--- config.mk ---
export PLATFORM = sky130hd
export DESIGN_NAME = jk_seq_ctrl
export DESIGN_NICKNAME = d
export VERILOG_FILES = /design/src/rtl/jk_seq_ctrl.sv
export SDC_FILE = /design/constraint.sdc
export NUM_CORES = 1
export LEC_CHECK = 0
export CORE_MARGIN = 4
export CORE_UTILIZATION = 56
export DETAILED_ROUTE_END_ITERATION = 10
export GPL_TIMING_DRIVEN = 0
export PLACE_DENSITY = 0.79
export SYNTH_ARGS = -nofsm -noshare
export SYNTH_HDL_FRONTEND = slang
export SYNTH_SLANG_ARGS = --single-unit
--- constraint.sdc ---
create_clock -name CLK -period 2.03 [get_ports CLK]
set_input_delay 0.3045 -clock CLK [delete_from_list [all_inputs] [get_ports CLK]]
set_output_delay 0.3045 -clock CLK [all_outputs]
set_load 0.01 [all_outputs]
--- src/rtl/jk_seq_ctrl.sv ---
// Timed J/K command sequencer for a WIDTH-bit JK flip-flop bank, one-shot or looped replay.
// Optional pre-sequence clear pulse compiled in with JK_SEQ_INIT_CLR_EN.
module jk_seq_ctrl #(
  parameter int WIDTH   = 4,
  parameter int DEPTH   = 4,
  parameter int DWELL_W = 8
) (
  input  logic                     CLK,
  input  logic                     Rst,
  input  logic [2*WIDTH-1:0]       Sw_In,
  input  logic                     Load,
  input  logic                     Start,
  input  logic                     Stop,
  input  logic                     Loop,
  input  logic [DWELL_W-1:0]       Dwell,
  output logic [WIDTH-1:0]         J,
  output logic [WIDTH-1:0]         K,
  output logic                     Clrn,
  output logic                     Busy,
  output logic                     Done,
  output logic [$clog2(DEPTH)-1:0] Step
);

  localparam int SW = $clog2(DEPTH);
  localparam logic [SW-1:0] LAST = SW'(DEPTH - 1);

  localparam logic [1:0] ST_IDLE = 2'd0;
`ifdef JK_SEQ_INIT_CLR_EN
  localparam logic [1:0] ST_INIT = 2'd1;
`endif
  localparam logic [1:0] ST_RUN  = 2'd2;
  localparam logic [1:0] ST_DONE = 2'd3;

  logic [1:0]         st;
  logic [2*WIDTH-1:0] slot [DEPTH];
  logic [SW-1:0]      wptr;
  logic [DWELL_W-1:0] cnt;
  logic [DWELL_W-1:0] dwell_lat;
  logic               loop_lat;

  always_ff @(posedge CLK) begin
    if (Rst) begin
      st        <= ST_IDLE;
      J         <= '0;
      K         <= '0;
      Clrn      <= 1'b1;
      Busy      <= 1'b0;
      Done      <= 1'b0;
      Step      <= '0;
      wptr      <= '0;
      cnt       <= '0;
      dwell_lat <= '0;
      loop_lat  <= 1'b0;
      for (int i = 0; i < DEPTH; i++) slot[i] <= '0;
    end else begin
      Done <= 1'b0;
      case (st)
        ST_IDLE: begin
          // Start outranks Load, Stop outranks Start
          if (Start && !Stop) begin
            loop_lat  <= Loop;
            dwell_lat <= Dwell;
            Busy      <= 1'b1;
            Step      <= '0;
`ifdef JK_SEQ_INIT_CLR_EN
            st        <= ST_INIT;
            Clrn      <= 1'b0;
`else
            st        <= ST_RUN;
            {J, K}    <= slot[0];
            cnt       <= Dwell;
`endif
          end else if (Load && !Start) begin
            slot[wptr] <= Sw_In;
            wptr       <= wptr + 1'b1;
          end
        end
`ifdef JK_SEQ_INIT_CLR_EN
        ST_INIT: begin
          Clrn <= 1'b1;
          if (Stop) begin
            st   <= ST_IDLE;
            Busy <= 1'b0;
          end else begin
            st     <= ST_RUN;
            {J, K} <= slot[0];
            cnt    <= dwell_lat;
          end
        end
`endif
        ST_RUN: begin
          if (Stop) begin
            st   <= ST_IDLE;
            J    <= '0;
            K    <= '0;
            Busy <= 1'b0;
            Step <= '0;
          end else if (cnt != '0) begin
            cnt <= cnt - 1'b1;
          end else if (Step != LAST) begin
            Step   <= Step + 1'b1;
            {J, K} <= slot[Step + 1'b1];
            cnt    <= dwell_lat;
          end else if (loop_lat) begin
            // wrap straight back to slot 0, no idle gap
            Step   <= '0;
            {J, K} <= slot[0];
            cnt    <= dwell_lat;
          end else begin
            st   <= ST_DONE;
            J    <= '0;
            K    <= '0;
            Busy <= 1'b0;
            Done <= 1'b1;
            Step <= '0;
          end
        end
        ST_DONE: st <= ST_IDLE;
        default: st <= ST_IDLE;
      endcase
    end
  end

endmodule
==> results of run 1 <==
-- kinds of logic (layout without fill, tap and decap cells) --
family,Yosys count,after routing
other,1,1
buffers and inverters,32,89
adders and majority gates,3,3
and+or+nand+nor,123,123
xor gates and xnor gates,5,5
AOI/OAI and AO/OA,73,73
muxes,8,8
DFF,65,65
-- sequential cells by signal (all words and copies together) (netlist names), 2 cells and up --
signal,flops
slot,32
cnt,8
dwell_lat,8
J,4
K,4
Step,2
st,2
wptr,2
-- power breakdown --
part	leakage (nW)	switching (mW)	internal (mW)
Sequential	0.604	0.0573	1.45
Clock	0.104	0.551	0.577
Combinational	0.797	0.295	0.254
Total	1.50	0.904	2.28
-- layout by cell type (no fill, tap or decap), drive strengths merged, types with 3 or more instances in the layout --
cell / count
a311oi: 14
nor4: 4
o21ai: 5
buf: 17
xnor2: 4
a22o: 8
and3: 18
clkbuf: 26
a31oi: 4
clkdlybuf4s50: 32
nor2: 7
clkinv: 5
o211ai: 3
mux4: 8
and2: 18
nand3: 4
edfxtp: 32
ha: 3
a21oi: 14
inv: 8
nand2: 47
or3: 3
nor3: 8
nor3b: 5
a211oi: 13
dfxtp: 33
-- layout make-up --
type	count	area, um2
buffer	25	131
clock buffer	9	124
clock inverter	7	78.8
fill	416	1610
inverter	7	26.3
multi-input combinational	213	1580
sequential	65	1620
tap	72	90.1
timing repair buffer	41	388
-- routing by layer --
metal  vias to the layer above  track usage (%)
met2                       128             39.7
met4                         0             8.92
li1                       1281                -
met3                        19             6.02
met1                      1283             30.1
met5                         -                0
-- path summary, 6_finish.rpt --
kind,slack [ns],from,cells after the start,to
setup / recovery,0.05,cnt[0],8,cnt[6]
hold / removal,0.28,Stop,2,st[1]
setup reg to reg,0.05,cnt[0],8,cnt[6]
hold reg to reg,0.46,dwell_lat[4],2,dwell_lat[4]
-- cells in the mapped netlist (2+ instances only) --
cell	instances	area, um2
o21ai_0	4	20.0
nor4_1	3	18.8
xnor2_1	4	35.0
a211oi_1	13	97.6
nand2_1	47	176
inv_1	7	26.3
ha_1	3	37.5
and3_1	18	113
clkbuf_1	15	56.3
dfxtp_1	33	661
mux4_2	8	180
nor3b_2	3	37.5
nor3_1	7	35.0
or3_1	3	18.8
nor3b_1	2	15.0
and2_1	17	106
a311oi_2	5	75.1
nand3_1	4	20.0
buf_1	2	7.51
buf_6	2	22.5
nor2_1	7	26.3
edfxtp_1	32	961
a311oi_1	8	70.1
a31oi_1	4	25.0
a41oi_1	2	17.5
nor2b_1	2	12.5
a22o_1	8	70.1
o211ai_1	3	22.5
o31ai_1	2	15.0
nand2b_1	2	12.5
o2111ai_1	2	17.5
buf_2	5	25.0
a21oi_1	14	70.1
-- critical path, delay by kind of cell (launching register included) --
family / cells / cell delay [ns]
and+or+nand+nor: 2 / 0.24
AOI/OAI and AO/OA: 2 / 0.54
adders and majority gates: 1 / 0.23
DFF: 1 / 0.40
buffers and inverters: 3 / 0.48
-- repair_timing --
action / in CTS / in global routing
cloned: 0 / 0
buffers inserted: 5 / 4
pin swaps: 2 / 2
resized for setup: 7 / 11
hold endpoints to repair: 0 / 0
setup endpoints to repair: 57 / 53
-- per-stage QoR --
step / area (um2) / hold slack (ns) / total power, mW
6_report: 4040 / 0.280 / 3.18
4_1_cts: 3990 / 0.264 / 3.16
5_1_grt: 4040 / 0.299 / 3.30
2_1_floorplan: 3320 / 0.419 / 1.85
3_5_place_dp: 3730 / 0.447 / 2.03
3_3_place_gp: 3730 / 0.442 / 2.01
==> impl_metrics.csv, run 1 <==
group,metric,value,unit
timing,max_freq,506,MHz
power,cellPowerDensity,789,nW/um2
finish,area_growth,21.5,%
global_routing,grtUsageTotal,23.9,%
floorplan,fp.coreArea,5640,um2
timing,fin_skew,0.00914,ns
floorplan,ioPinCount,35,
finish,final_core_util,71.5,%
clock_network,holdBufCountCts,0,
critical_path,crit_arrival,2.24,ns
clock_network,clock-root-buffer,"clkbuf_8",
global_routing,grt.overflow.total,0,
floorplan,die_y,85.0,um
synth,syn_area_per_cell,10.7,um2
clock_network,cts_buffers,9,
synth,yosysSeqAreaShare,48.8,%
clock_network,htreeDepth,3,
timing,tightest_slew,0.680,ns
floorplan,fp.dieW,85.0,um
power,p_leak,1.50,nW
routing,firstDrtPassIters,5,
synth,synth.area.mux_share,5.43,%
routing,drtIter0Drc,265,
global_routing,antenna_found_initial,0,
critical_path,cpMostUsedCell,"buf_4",
routing,wl_met1,3.57,mm
timing,slew_headroom,54.7,%
timing,setup-violations-final,0,
synth,syn_area,3320,um2
synth,synth_top_family_by_area,"simple AND/OR/NAND/NOR gates",
worst_hold_path,min_path_type,"in -> reg",
synth,ys_async_sr_fraction,0,%
critical_path,critPathCaptureType,"flip-flop",
finish,stdcell_count,439,
synth,synth_fp_nets,335,
placement,port_buffers,32,
outcome,status,"complete, no violations",
routing,drt-vias-per-instance,6.18,
power,ir_drop,0.671,mV
clock_network,cts_buffer_depth,2,
synth,yosys_warnings,0,
routing,met3WireLength,612,um
critical_path,critPathLaunchType,"flip-flop",
placement,dp_cells,414,
run,cap_violations,0,
routing,wl_met2,4.12,mm
synth,synth_adder_area_share,1.13,%
routing,ant_nets,0,
finish,fin_nets,387,
routing,drc,0,
clock_network,cts_tree,"yes",
synth,synth_flop_cell,"dfxtp_1",
timing,final_critical_path_setup_slack,0.0541,ns
routing,avgRoutedWirePerCell,19.3,um
timing,finalCritPeriodShare,97.3,%
synth,synth.distinct_cells,52,
timing,drv_slew,0,
floorplan,rows,27,
global_routing,grt_pass1_wl,13.4,mm
finish,diodes,0,
synth,syn_inst,310,
global_routing,grt_max_degree,14,
floorplan,die_area,7230,um2
global_routing,grt_pass1_vias,2635,
critical_path,critPathMaxStageDelay,0.40,ns
clock_network,clock-sinks,65,
routing,top_layer_used,"met4",
synth,synth-seq-cells,65,
critical_path,crit_chain,"inv_1, ha_2, nor3b_4, buf_4, a311oi_4, buf_4, nor3_1, a311oi_2",
critical_path,critPathRequiredTime,2.29,ns
critical_path,critPathKind,"reg -> reg",
synth,synth_edf_count,32,
critical_path,cpMaxStageDelayCell,"dfxtp_1",
routing,vias,2711,
synth,synth-xor-area-share,1.32,%
synth,synth-compound-area-share,18.0,%
floorplan,start_util,58.9,%
finish,drive_gt1_share,18.8,%
critical_path,critPathMaxFanout,8,
clock_network,insertion_delay,0.35,ns
placement,post-dp-hpwl,5.76,mm
routing,routed_wl,8.46,mm
placement,dpl_worst_slack,-0.956,ns
timing,finalHoldViolations,0,
synth,yosys.area_share.simple,20.8,%
timing,fin_crit,1.98,ns
timing,setup_tns,0,ns
clock_network,clk_pin_slew,0.08,ns
placement,place.gp.congestion,0.909,
(Power assumes the default switching activity.)
==> run 2, diff against run 1 <==
--- a/config.mk
+++ b/config.mk
@@ -7,2 +7,3 @@
 export LEC_CHECK = 0
+export CORE_ASPECT_RATIO = 1.75
 export CORE_MARGIN = 4
@@ -12,2 +13,3 @@
 export PLACE_DENSITY = 0.79
+export SKIP_LAST_GASP = 1
 export SYNTH_ARGS = -nofsm -noshare
==> constraint.sdc (replaced) <==
create_clock -name CLK -period 2.03 [get_ports CLK]
set_input_delay 0.203 -clock CLK [delete_from_list [all_inputs] [get_ports CLK]]
set_output_delay 0.203 -clock CLK [all_outputs]
set_load 0.01 [all_outputs]
==> run 2 against run 1 <==
  * Via count is 1.8% lower
  * Global-route usage rose by 1.4 points
  * Sequential share of layout area is 0.41 points higher
  * Die area grew 0.67%
  * Flip-flop and latch count did not move
  * Cell area decreased by 0.87%
  * Clock power is 7% lower
  * Non-clock buffer count decreased by 4
  * Fmax up 1.7%
  * Clock skew is essentially flat
  * Largest cell class unchanged
  * Largest power group unchanged
==> impl_metrics.csv, run 2 (synthesis gave the netlist of run 1 again) <==
group,metric,value,unit
outcome,status,"complete, no violations",
routing,drc,0,
critical_path,cpMaxStageDelayCell,"dfxtp_2",
clock_network,clk_pin_slew,0.07,ns
floorplan,die_area,7270,um2
finish,final_common_cell,"nand2_1",
critical_path,reg2reg_slack,0.09,ns
run,cap_violations,0,
timing,tightest_slew,0.672,ns
floorplan,ioPinCount,35,
timing,fin_skew,0.00896,ns
floorplan,start_util,58.5,%
critical_path,worstReg2RegStart,"cnt[0]",
clock_network,htreeDepth,3,
global_routing,grt_pass1_vias,2827,
floorplan,fp.dieW,66.2,um
finish,largest_reg_flops,32,
global_routing,antenna_found_initial,0,
routing,vias,2663,
finish,layout_common_cells,"47 x nand2_1, 32 x clkdlybuf4s50_1, 32 x edfxtp_1",
power,p_leak,1.47,nW
routing,ant_nets,0,
finish,final_core_util,70.5,%
routing,avgRoutedWirePerCell,19.2,um
critical_path,cpMostUsedCell,"buf_4",
timing,finalHoldViolations,0,
placement,dp_cells,418,
worst_hold_path,hold_path.startpoint,"Stop",
finish,diodes,0,
worst_hold_path,whs_path_depth,2,
critical_path,critPathKind,"reg -> reg",
finish,reg_top3,"slot: 32 flops, cnt: 8 flops, dwell_lat: 8 flops",
critical_path,critPathRequiredTime,2.29,ns
critical_path,crit_arrival,2.20,ns
clock_network,cts_buffer_depth,2,
finish,stdcell_count,439,
floorplan,die_y,110,um
worst_hold_path,min_path_type,"in -> reg",
floorplan,fp.coreArea,5680,um2
critical_path,critPathCaptureType,"flip-flop",
placement,placed_area,3740,um2
global_routing,grt_pass1_wl,13.4,mm
worst_hold_path,hold_path_end,"st[1]",
placement,place.gp.congestion,0.914,
clock_network,clock-root-buffer,"clkbuf_8",
critical_path,rr_endpoint,"cnt[1]",
critical_path,critPathTopFamily,"compound AO/OA/AOI/OAI gates",
clock_network,clock-sinks,65,
clock_network,cts_tree,"yes",
global_routing,grt_max_degree,12,
timing,max_freq,515,MHz
routing,drt-vias-per-instance,6.07,
clock_network,cts_buffers,9,
routing,firstDrtPassIters,5,
power,cellPowerDensity,773,nW/um2
timing,rsz0062_at_grt,"no",
timing,setup-violations-final,0,
finish,fin_nets,383,
global_routing,grtUsageTotal,25.3,%
floorplan,rows,36,
finish,largest-register,"slot",
finish,area_growth,20.5,%
critical_path,critPathMaxFanout,6,
timing,slew_headroom,55.2,%
critical_path,worst-path-buf-inv,3,
finish,stdcell_area,4000,um2
placement,post-dp-hpwl,6.05,mm
clock_network,insertion_delay,0.35,ns
critical_path,path_depth,8,
timing,holdWs,0.170,ns
clock_network,holdBufCountCts,0,
critical_path,critPathLaunchType,"flip-flop",
power,ir_drop,0.612,mV
global_routing,grt.overflow.total,0,
routing,routed_wl,8.42,mm
timing,drv_slew,0,
critical_path,critPathMaxStageDelay,0.39,ns
timing,fin_crit,1.94,ns
timing,setup_tns,0,ns
timing,finalCritPeriodShare,95.7,%
finish,drive_gt1_share,17.4,%
critical_path,worst-r2r-cell-count,8,
routing,drtIter0Drc,233,
placement,port_buffers,32,
critical_path,crit_chain,"inv_1, ha_4, nor3b_4, buf_4, a311oi_4, buf_4, nor3_1, a311oi_2",
[run 2: cell count changes in the layout (fill, tap and decap cells not counted), sizes merged]
cell      change
clkbuf        -1
inv           -1
clkinvlp      +2
clkinv        -1
buf           -3
[run 2: report_power, final]
part | switching [mW] | leakage [nW] | internal (mW)
combinational | 0.290 | 0.775 | 0.241
sequential | 0.0574 | 0.604 | 1.45
clock | 0.503 | 0.0877 | 0.551
total | 0.851 | 1.47 | 2.24
[run 2: worst register-to-register path, delay by kind of cell, from the launching register on]
family / cells / cell delay (ns)
adder cells (fa/ha/maj): 1 / 0.20
AND/OR/NAND/NOR: 2 / 0.23
buffers and inverters: 3 / 0.49
flip-flops: 1 / 0.39
AO/OA/AOI/OAI: 2 / 0.55
[run 2: area by class of cell]
cell class	count	area [um2]
inverter	7	26.3
clock buffer	9	124
sequential	65	1620
clock inverter	7	61.3
timing repair buffer	37	358
fill	449	1680
multi-input combinational	213	1580
tap	76	95.1
buffer	25	128
[run 2: per-stage QoR]
step | total power [mW] | setup slack (ns)
finish | 3.09 | 0.0878
global route | 3.21 | 0.00280
CTS | 3.09 | -0.0125
detailed placement | 2.03 | -0.776
global placement | 2.01 | -0.650
floorplan | 1.85 | 0.166
[run 2: how the worst max path moves through the flow]
stage                      start    endpoint  slack, ns
after detailed placement   Start  slot[1][0]      -0.78
final                     cnt[0]      cnt[1]       0.09
after global routing      cnt[2]        K[3]      0.003
after global placement     Start  slot[1][0]      -0.65
after floorplan            st[0]  slot[1][0]       0.17
after CTS                  st[0]  slot[3][2]      -0.01
[run 2: metal layers]
layer  wire length [um]  vias to the layer above  part of all wire [%]  GRT usage, %
met5                  0                        -                     0             0
met2               4690                       95                    56          47.3
met3                463                       25                   5.5          4.91
met1               3000                     1277                    36          24.8
li1                   -                     1266                     -             -
met4                271                        0                   3.2          15.1
[run 2: what timing repair did]
action	4_1_cts	5_1_grt
gates cloned	0	0
gates resized for setup	6	13
endpoints found under the setup margin	46	60
pin swaps	1	0
buffers inserted	4	1
